--- src/rtl/op_sequencer.sv ---
// op_sequencer: issue side of the matrix ALU opcode interface.
// Buffers a program of 4-bit opcodes in a small FIFO. The opcodes are presented
// one at a time on the opcode bus. Each opcode is held until the datapath reports
// completion. Nops and illegal codes are skipped, and hung operations are aborted.
//
// Ports:
//   clk, rst_n      - clock (rising edge), asynchronous active-low reset
//   in_valid        - program write request
//   in_opcode[3:0]  - opcode to enqueue
//   in_ready        - FIFO can accept a write
//   start           - begin executing the buffered program (IDLE only)
//   opcode[3:0]     - opcode bus to the control unit (nop outside ISSUE/WAIT)
//   op_valid        - one-cycle strobe marking a newly issued opcode
//   op_done         - datapath completion pulse for the current opcode
//   busy            - sequencer not in IDLE
//   prog_done       - one-cycle pulse when the program drains normally
//   illegal_err     - sticky: an opcode in 0100..0111 was fetched
//   timeout_err     - sticky: an operation exceeded TIMEOUT wait cycles
//   issued_count    - legal non-nop opcodes completed (wraps)
module op_sequencer #(
  parameter int unsigned DEPTH   = 8,
  parameter int unsigned TIMEOUT = 255,
  parameter int unsigned CNT_W   = 8
) (
  input  logic             clk,
  input  logic             rst_n,
  input  logic             in_valid,
  input  logic [3:0]       in_opcode,
  output logic             in_ready,
  input  logic             start,
  output logic [3:0]       opcode,
  output logic             op_valid,
  input  logic             op_done,
  output logic             busy,
  output logic             prog_done,
  output logic             illegal_err,
  output logic             timeout_err,
  output logic [CNT_W-1:0] issued_count
);

  localparam int unsigned AW = (DEPTH > 1) ? $clog2(DEPTH) : 1;
  localparam int unsigned CW = $clog2(DEPTH + 1);
  localparam int unsigned TW = (TIMEOUT > 1) ? $clog2(TIMEOUT + 1) : 1;

  typedef enum logic [1:0] {
    IDLE  = 2'd0,
    FETCH = 2'd1,
    ISSUE = 2'd2,
    WAIT  = 2'd3
  } state_t;

  state_t         state;
  logic [3:0]     mem [DEPTH];
  logic [AW-1:0]  wr_ptr;
  logic [AW-1:0]  rd_ptr;
  logic [CW-1:0]  count;
  logic [CW-1:0]  count_next;
  logic [TW-1:0]  tmo_cnt;
  logic           wr;
  logic           pop;
  logic [3:0]     head;

  // 0100..0111 are the only illegal codes.
  function automatic logic is_illegal(input logic [3:0] op);
    return op[3:2] == 2'b01;
  endfunction

  assign wr   = in_valid && in_ready;
  assign pop  = (state == FETCH) && (count != '0);
  assign head = mem[rd_ptr];

  // FIFO occupancy after this cycle's write and pop.
  always_comb begin
    count_next = count;
    case ({wr, pop})
      2'b10:   count_next = count + CW'(1);
      2'b01:   count_next = count - CW'(1);
      default: count_next = count;
    endcase
  end

  // Program storage; contents are don't-care once the pointers are reset.
  always_ff @(posedge clk) begin
    if (wr) mem[wr_ptr] <= in_opcode;
  end

  // FIFO pointers, sequencer state and all registered outputs.
  // The opcode register doubles as the current-op holder in ISSUE/WAIT.
  always_ff @(posedge clk or negedge rst_n) begin
    if (!rst_n) begin
      state        <= IDLE;
      wr_ptr       <= '0;
      rd_ptr       <= '0;
      count        <= '0;
      tmo_cnt      <= '0;
      in_ready     <= 1'b1;
      opcode       <= 4'b0000;
      op_valid     <= 1'b0;
      busy         <= 1'b0;
      prog_done    <= 1'b0;
      illegal_err  <= 1'b0;
      timeout_err  <= 1'b0;
      issued_count <= '0;
    end else begin
      count     <= count_next;
      in_ready  <= (count_next < CW'(DEPTH));
      op_valid  <= 1'b0;
      prog_done <= 1'b0;
      if (wr)  wr_ptr <= wr_ptr + AW'(1);
      if (pop) rd_ptr <= rd_ptr + AW'(1);

      case (state)
        IDLE: begin
          if (start && (count != '0)) begin
            state       <= FETCH;
            busy        <= 1'b1;
            illegal_err <= 1'b0;
            timeout_err <= 1'b0;
          end
        end

        FETCH: begin
          if (pop) begin
            if (is_illegal(head)) illegal_err <= 1'b1;
            if (!is_illegal(head) && (head != 4'b0000)) begin
              state    <= ISSUE;
              opcode   <= head;
              op_valid <= 1'b1;
            end else if (count_next == '0) begin
              // Skipped the last entry: program complete.
              state     <= IDLE;
              busy      <= 1'b0;
              prog_done <= 1'b1;
            end
          end else begin
            // Unreachable by construction; recover to IDLE.
            state <= IDLE;
            busy  <= 1'b0;
          end
        end

        ISSUE: begin
          // op_done is deliberately not looked at here.
          state   <= WAIT;
          tmo_cnt <= '0;
        end

        WAIT: begin
          if (op_done) begin
            issued_count <= issued_count + CNT_W'(1);
            opcode       <= 4'b0000;
            // A write landing this cycle keeps the program going.
            if (count_next != '0) begin
              state <= FETCH;
            end else begin
              state     <= IDLE;
              busy      <= 1'b0;
              prog_done <= 1'b1;
            end
          end else if (tmo_cnt == TW'(TIMEOUT - 1)) begin
            // Hung operation: abort, keep the remaining program.
            timeout_err <= 1'b1;
            opcode      <= 4'b0000;
            state       <= IDLE;
            busy        <= 1'b0;
          end else begin
            tmo_cnt <= tmo_cnt + TW'(1);
          end
        end

        default: begin
          state  <= IDLE;
          busy   <= 1'b0;
          opcode <= 4'b0000;
        end
      endcase
    end
  end

endmodule

--- config.mk ---
export PLATFORM = sky130hd
export DESIGN_NAME = op_sequencer
export DESIGN_NICKNAME = d
export VERILOG_FILES = /design/src/rtl/op_sequencer.sv
export SDC_FILE = /design/constraint.sdc
export NUM_CORES = 1
export LEC_CHECK = 0
export ABC_AREA = 1
export BUFFER_PORTS_ARGS = -buffer_cell sky130_fd_sc_hd__buf_2
export CORE_MARGIN = 2
export CORE_UTILIZATION = 50
export CTS_CLUSTER_SIZE = 24
export DETAILED_ROUTE_END_ITERATION = 8
export HOLD_SLACK_MARGIN = 0.1
export PLACE_DENSITY = 0.68
export SLEW_MARGIN = 20
export SYNTH_ARGS = -nofsm -noshare
export SYNTH_HDL_FRONTEND = slang
export SYNTH_SLANG_ARGS = --single-unit
--- constraint.sdc ---
create_clock -name clk -period 3.7 [get_ports clk]
set_input_delay 0.74 -clock clk [delete_from_list [all_inputs] [get_ports clk]]
set_output_delay 0.74 -clock clk [all_outputs]
set_load 0.01 [all_outputs]
## Yosys cells after proc, flatten, opt, wreduce, memory -nomap -nowiden

Memory sizes are Yosys's and may differ from the RTL's.
Cells that the tools add are included.

| storage, ports and cells | value |
|---|---|
| register bits | 38 |
| latch bits | 0 |
| RAM bits | 32 |
| bits in read-only memories | 0 |
| logic and storage cells | 105 |
| memories kept | 1 |

| cells by class | value |
|---|---|
| $add $sub $neg | 6 |
| multiply operators | 0 |
| divide/modulo/power cells | 0 |
| magnitude comparators | 1 |
| eq/ne operators | 19 |
| shifts and indexed selects | 0 |
| muxes and demuxes | 43 |
| bitwise logic cells | 0 |
| reductions and logical operators | 22 |

Memory list:

| memory | words | bits a word | read ports | clocked after Yosys merged registers in | wr ports | RTL line | text |
|---|---|---|---|---|---|---|---|
| mem | 8 | 4 | 1 | 0 | 1 | 53 | `logic [3:0] mem [DEPTH];` |

Operators with widths:

| kind | count |
|---|---|
| 2-to-1 mux 1 bit | 23 |
| adder 8 x 1 -> 8 bit (second input constant) | 2 |
| 2-to-1 mux 4 bit | 4 |
| 2-to-1 mux 8 bit | 2 |
| one-hot mux 4 bit (2 select lines) | 2 |
| one-hot mux 8 bit (2 select lines) | 1 |
| 2-to-1 mux 2 bit | 6 |
| AND reduction 4 bit | 3 |
| nonzero test 4 bit | 3 |
| != test 2 bit (second input constant) | 5 |
| != test 3 bit (second input constant) | 3 |
| equality test 8 bit (second input constant) | 1 |
| one-hot mux 2 bit (4 select lines) | 1 |
| nonzero test 2 bit | 4 |
| adder 3 x 1 -> 3 bit (second input constant) | 2 |
| equality test 2 x 1 -> 1 bit (second input constant) | 3 |
| equality test 2 bit (second input constant) | 3 |
| one-hot mux 1 bit (2 select lines) | 3 |
| AND reduction 3 bit | 2 |
| AND reduction 6 bit | 1 |
| adder 4 x 1 -> 4 bit (second input constant) | 1 |
| logical AND 1 bit | 4 |
| logical NOT 4 bit | 1 |
| less-than comparator 4 bit (second input constant) | 1 |
| other kinds (9) | 10 |

## Depth between registers and ports, before layout

Gate-level depths: netlist of the first run.

| depth | value |
|---|---|
| word-level depth | 9 |
| mapped depth | 21 |
| mapped depth without buffers | 21 |

## Worst setup path after synthesis of the first run

No wires, ideal clock.

| timing | value |
|---|---|
| kind | reg2reg |
| start point | reg with a tool-made name |
| end point | reg state[0] |
| setup time | 116 ps |
| data arrival time | 2355 ps |
| required time | 3584 ps |
| slack | 1228 ps |
| cell stages (with the launch flop) | 18 |
| buffers on the path | 0 |
| period minus slack after synthesis | 2472 ps |
| path through | dfrtp_1 nor2_1 inv_1 nor2_2 ha_1 inv_1 nand2_1 nand2_1 ha_1 nand2_1 o21ai_1 or2_0 nor2_1 nand3_1 nand2_1 nand3_1 nand2_1 nand2_1 |

RTL lines:

| element | RTL line | text |
|---|---|---|
| end signal, assigned | 91 | `state <= IDLE;` |
| end signal, assigned | 115 | `state <= FETCH;` |
| end signal, assigned | 126 | `state <= ISSUE;` |
| end, declared | 52 | `state_t state;` |

## Worst setup path after layout of the first run

| timing | value |
|---|---|
| start point | reg state[0] |
| end point | reg state[0] |

| on the way | value |
|---|---|
| cells in the longest elaborated chain, start to end | 8 |

Ends and longest elaborated chain:

| element | RTL line | text |
|---|---|---|
| equality test 2 x 1 -> 1 bit * | 69 | `assign pop = (state == FETCH) && (count != '0);` |
| logical AND 1 bit * | 69 |  |
| equality test 2 x 1 -> 1 bit / equality test 2 bit (equally long branches) | 75 | `case ({wr, pop})` |
| one-hot mux 4 bit (2 select lines) * | 75 |  |
| net count_next[1] | 57 | `logic [CW-1:0] count_next;` |
| nonzero test 4 bit | 153 | `if (count_next != '0) begin` |
| 2-to-1 mux 1 bit | 153 |  |
| 2-to-1 mux 2 bit | 149 | `if (op_done) begin` |
| one-hot mux 2 bit (4 select lines) | 112 | `case (state)` |

Mark *: on every way through the listed nets, which the timed path passes. The rest lies on a longest branch.
A chain may end at the register's enable or synchronous reset.

==> flow_summary.ini, run 1 <==
[run_status]
outcome = complete, no violations

[cts]
cts_max_level = 3
cts.sinks = 70
cts_buffers = 9
clock_latency_ps = 340
postCtsSetupBuffers = 0
root_buffer = clkbuf_8
cts_tree = yes
hold_buffers = 0
clockBufferDepth = 2
cts_resized = 0
clk_pin_slew_worst_paths_ps = 70

[yosys]
ys_warn_count = 0
async_flop_share_pct = 54.3
netlist_top_cells_count = nand2_1, inv_1, nor2_1, dfrtp_1, edfxtp_1
yosys.area.top_type = edfxtp_1
synth_top_flop_cell = dfrtp_1
synth_nets = 375
synth-edff-count = 32
synth_compound_area_share_pct = 5.95
netlist.area_leader.share_pct = 28.6
synth-xor-area-share_pct = 3.38
synth_mux_area_share_pct = 0
syn-cell-area_um2 = 3360
synthSimpleGateAreaFrac_pct = 23.3
syn_avg_cell_area_um2 = 9.40
synth_most_common_cell = nand2_1
yosys.area_share.adder_pct = 2.98
syn_inst = 358
seq_area_frac_synth_pct = 56.9
ys_ff_latch = 70
ys_top_cells_by_area = edfxtp_1, dfrtp_1, nand2_1, inv_1, nor2_1
synth_top_family_by_area = simple AND/OR/NAND/NOR gates
synth_cell_type_count = 36

[layout]
fin_area_um2 = 3750
final_cells = 473
final_util_pct = 58.4
area_growth_pct = 11.5
layout-drive-gt1-share_pct = 14.1
antenna_cells = 0
fin_nets = 408

[worst_setup_path]
crit_chain = inv_1 -> nor2_1 -> inv_1 -> nor2_2 -> ha_1 -> inv_1 -> nand2_1 -> nand2_1 -> ha_1 -> nand2_1 -> o21ai_1 -> or2_0 -> nor2_1 -> nand3_1 -> nand2_1 -> nand3_1 -> nand2_1 -> nand2_1
cp_slowest_stage_delay_ps = 450
end_kind = flip-flop
r2r_setup_slack_ps = 920
criticalPathCategory = reg2reg
cp_max_fo = 9
critPathArrivalTime_ps = 3010
required_ps = 3930
cp-start-kind = flip-flop
crit_top_cell = nand2_1
cp_slowest_cell = dfrtp_1

[floorplan]
die_h_um = 86.0
die_x_um = 86.0
core_um2 = 6420
start_util_pct = 52.4
pin_count = 27
num_rows = 29
dieArea_um2 = 7400

[sta]
setup_viol = 0
rsz0062_at_grt = false
setup_tns_ps = 0
final.min_clock_period_ps = 2780
maxSlewHeadroom_pct = 43.3
fin_worst_skew_ps = 9.88
fin_crit_sh_pct = 75.0
fin_ws_ps = 925
timing.hold.ws_ps = 463
fmax_mhz = 360
tightest_slew_ps = 850
finalHoldViolCount = 0
drv_slew = 0

[grt]
grt_pass1_wl_um = 10700
grt_max_degree = 39
grtUsageTotal_pct = 18.7
overflow = 0
grt_antenna_before_repair = 0
grt_pass1_vias = 2278

[route]
finalWirelength_um = 6260
num_vias = 2340
drt_iter0_drc = 152
final_antenna_net_count = 0
vias_per_cell = 4.95
first_pass_iters = 4
routedWlPerCell_um = 13.2
drc = 0

[placed_design]
dp_slack_ps = 940
io_buffers = 26
dp_hpwl_um = 4400
gp_congestion = 0.890
dp.cells = 457
placed_area_um2 = 3550

[power]
cellPowerDensity_nw_per_um2 = 815
p_leak_nw = 1.81
fin_total_pwr_mw = 3.06
vdd_drop_max_mv = 0.386

[min_path]
hold_path.class = reg2reg

[flow_run]
maxCapViolations = 0
## flip-flops by register name, indices dropped and copies added (netlist names), named ones only
register,flops
count,4
illegal_err,1
issued_count,8
state,1
mem,32
tmo_cnt,8
wr_ptr,3
timeout_err,1
opcode,4
op_valid,1
busy,1
in_ready,1
rd_ptr,3
prog_done,1
## layout by cell type (no fill, tap or decap), drive strengths merged, types with 3 or more instances in the layout
| cell | n |
|---|---|
| clkbuf | 11 |
| nor3 | 3 |
| nand2 | 89 |
| a21oi | 6 |
| nor2 | 45 |
| buf | 26 |
| dfrtp | 37 |
| xnor2 | 3 |
| inv | 54 |
| nand3 | 32 |
| ha | 8 |
| o21ai | 24 |
| edfxtp | 32 |
| xor2 | 10 |
## critical path, delay by kind of cell, from the launching register on
kind,cells,cell delay [ps]
and+or+nand+nor,12,1350
adders and majority gates,2,550
DFF,1,450
buffers and inverters,3,240
AOI/OAI and AO/OA,1,70
## power by group
part	leakage, nW	internal, mW	switching, mW
combinational	0.944	0.421	0.755
clock	0.0986	0.376	0.273
sequential	0.764	1.02	0.216
total	1.81	1.82	1.24
## worst paths after layout
path / start / cells after the start / end
setup / recovery: state[0] / 18 / state[0]
hold / removal: issued_count[7] / 1 / issued_count[7]
setup reg to reg: state[0] / 18 / state[0]
hold reg to reg: issued_count[7] / 1 / issued_count[7]
max in group asynchronous: rst_n / 1 / illegal_err
min in group asynchronous: rst_n / 1 / opcode[3]
## cells by family after synthesis
kind of cell    after synthesis
buf+inv                      58
compound gates               35
fa+ha+maj                     8
flops                        70
simple gates                174
xor+xnor                     13
## final cells by class
class                           instances  area, µm²
Clock buffer                           11        131
Multi-Input combinational cell        230       1200
Tap cell                               77       96.3
Timing Repair Buffer                   26        130
Clock inverter                          5       75.1
Sequential cell                        70       1910
Fill cell                             542       2670
Inverter                               54        208
## layer usage
layer	part of all wire [%]	GRT usage, %
met1	48	26.0
met2	47	28.8
met3	4.1	4.52
met4	0.62	6.64
met5	0	0
No activity file was read; power rests on OpenSTA's default activity.
==> run 2: changes to the inputs <==
==> constraint.sdc (replaced) <==
create_clock -name clk -period 2.9 [get_ports clk]
set_input_delay 0.58 -clock clk [delete_from_list [all_inputs] [get_ports clk]]
set_output_delay 0.58 -clock clk [all_outputs]
set_load 0.01 [all_outputs]
==> run 2 against run 1 <==
Against the previous run: combinational power rose by 28%; power rose by 28%; core utilization grew 0.23 points; largest power group unchanged; largest cell class unchanged; critical path depth unchanged.
==> flow_summary.ini, run 2 (synthesis gave the netlist of run 1 again) <==
[run_status]
outcome = complete, no violations

[worst_setup_path]
cp-start-kind = flip-flop
r2r_setup_slack_ps = 330
r2r-start = state[0]
cp-startpoint = state[0]
cp_slowest_stage_delay_ps = 450
r2r_end = state[0]
rr_worst_depth = 18
crit_chain = inv_1 -> nor2_1 -> inv_1 -> nor2_2 -> ha_1 -> inv_1 -> nand2_1 -> nand2_1 -> ha_1 -> nand2_1 -> o21ai_1 -> or2_0 -> nor2_1 -> nand3_1 -> nand2_1 -> nand3_1 -> nand2_1 -> nand2_1
end_kind = flip-flop
required_ps = 3130
cp_max_fo = 5
cp_slowest_cell = dfrtp_1
crit_end = state[0]
criticalPathCategory = reg2reg
critPathArrivalTime_ps = 2810
crit_top_cell = nand2_1

[layout]
largest_reg_flops = 32
largest_registers = mem (32), issued_count (8), tmo_cnt (8)
regMostFlops = mem
area_growth_pct = 12.0
layout-drive-gt1-share_pct = 15.1
fin_nets = 409
final_cells = 474
mostFrequentLayoutCell = nand2_1
num-fill-cells = 545
antenna_cells = 0
mostFrequentLayoutCells = nand2_1, inv_1, nor2_1

[route]
first_pass_iters = 4
routedWlPerCell_um = 12.9
drc = 0
num_vias = 2341
drt_iter0_drc = 94
finalWirelength_um = 6130
final_antenna_net_count = 0
vias_per_cell = 4.94

[sta]
fmax_mhz = 388
setup_tns_ps = 0
drv_slew = 0
setup_viol = 0
maxSlewHeadroom_pct = 43.1
tightest_slew_ps = 854
fin_crit_sh_pct = 88.8
final.min_clock_period_ps = 2570
rsz0062_at_grt = false
finalHoldViolCount = 0
fin_worst_skew_ps = 12.9

[cts]
clk_pin_slew_worst_paths_ps = 80
clock_latency_ps = 350
root_buffer = clkbuf_8
cts_resized = 0
cts_tree = yes
cts.sinks = 70
cts_max_level = 3
clockBufferDepth = 2
postCtsSetupBuffers = 0
cts_buffers = 9
hold_buffers = 0

[floorplan]
core_um2 = 6420
dieArea_um2 = 7400
pin_count = 27
start_util_pct = 52.4
die_x_um = 86.0
num_rows = 29
die_h_um = 86.0

[grt]
overflow = 0
grt_pass1_vias = 2362
grt_antenna_before_repair = 0
grt_max_degree = 39
grtUsageTotal_pct = 18.6
grt_pass1_wl_um = 10600

[placed_design]
dp_hpwl_um = 4390
io_buffers = 26
dp.cells = 458
gp_congestion = 0.845

[power]
p_leak_nw = 1.82
vdd_drop_max_mv = 0.480
cellPowerDensity_nw_per_um2 = 1040
fin_total_pwr_mw = 3.93

[flow_run]
maxCapViolations = 0

[min_path]
hold_path.class = in2async
run 2: layout make-up:
| type | count | area (µm²) | share of cell area [%] |
|---|---|---|---|
| clock buffers | 10 | 128 | 3.39 |
| inverters | 54 | 208 | 5.51 |
| multi-input cells | 230 | 1200 | 31.8 |
| repair buffers | 27 | 138 | 3.65 |
| flip-flops and latches | 70 | 1910 | 50.8 |
| well taps | 77 | 96.3 | 2.56 |
| clock inverters | 6 | 86.3 | 2.29 |
run 2: worst min-delay path by stage:
stage,slack (ps),end,cells past startpoint
floorplan,280,asynchronous set/reset pin,0
global placement,450,issued_count[7],1
detailed placement,450,issued_count[7],1
CTS,370,opcode[0],1
global route,410,opcode[0],1
finish,340,opcode[0],1
run 2: power breakdown:
| group | switching (mW) | total [mW] | internal (mW) |
|---|---|---|---|
| sequential | 0.268 | 1.57 | 1.30 |
| clock | 0.366 | 0.849 | 0.483 |
| combinational | 0.965 | 1.51 | 0.547 |
| total | 1.60 | 3.93 | 2.33 |
run 2: through the flow:
stage | utilization [%] | cell area, µm² | worst slack (ps) | hold WS, ps
2_1_floorplan | - | 3360 | 428 | 284
3_3_place_gp | 55.3 | 3550 | 471 | 449
3_5_place_dp | 55.3 | 3550 | 359 | 454
4_1_cts | 58.7 | 3770 | 342 | 370
5_1_grt | 58.7 | 3770 | 85.7 | 411
6_report | 58.7 | 3770 | 325 | 337
run 2: per-layer routing:
layer,track usage (%),vias to the layer above,wire length [µm]
li1,-,1213,-
met1,24.8,1075,2940
met2,28.8,43,2830
met3,4.33,10,238
met4,8.95,0,116
met5,0,-,0
run 2: critical path: cells and delay by family (launching register included):
kind,cells,cell delay [ps]
AND/OR/NAND/NOR,12,1200
adder cells (fa/ha/maj),2,500
flip-flops,1,450
buffers and inverters,3,250
AO/OA/AOI/OAI,1,70
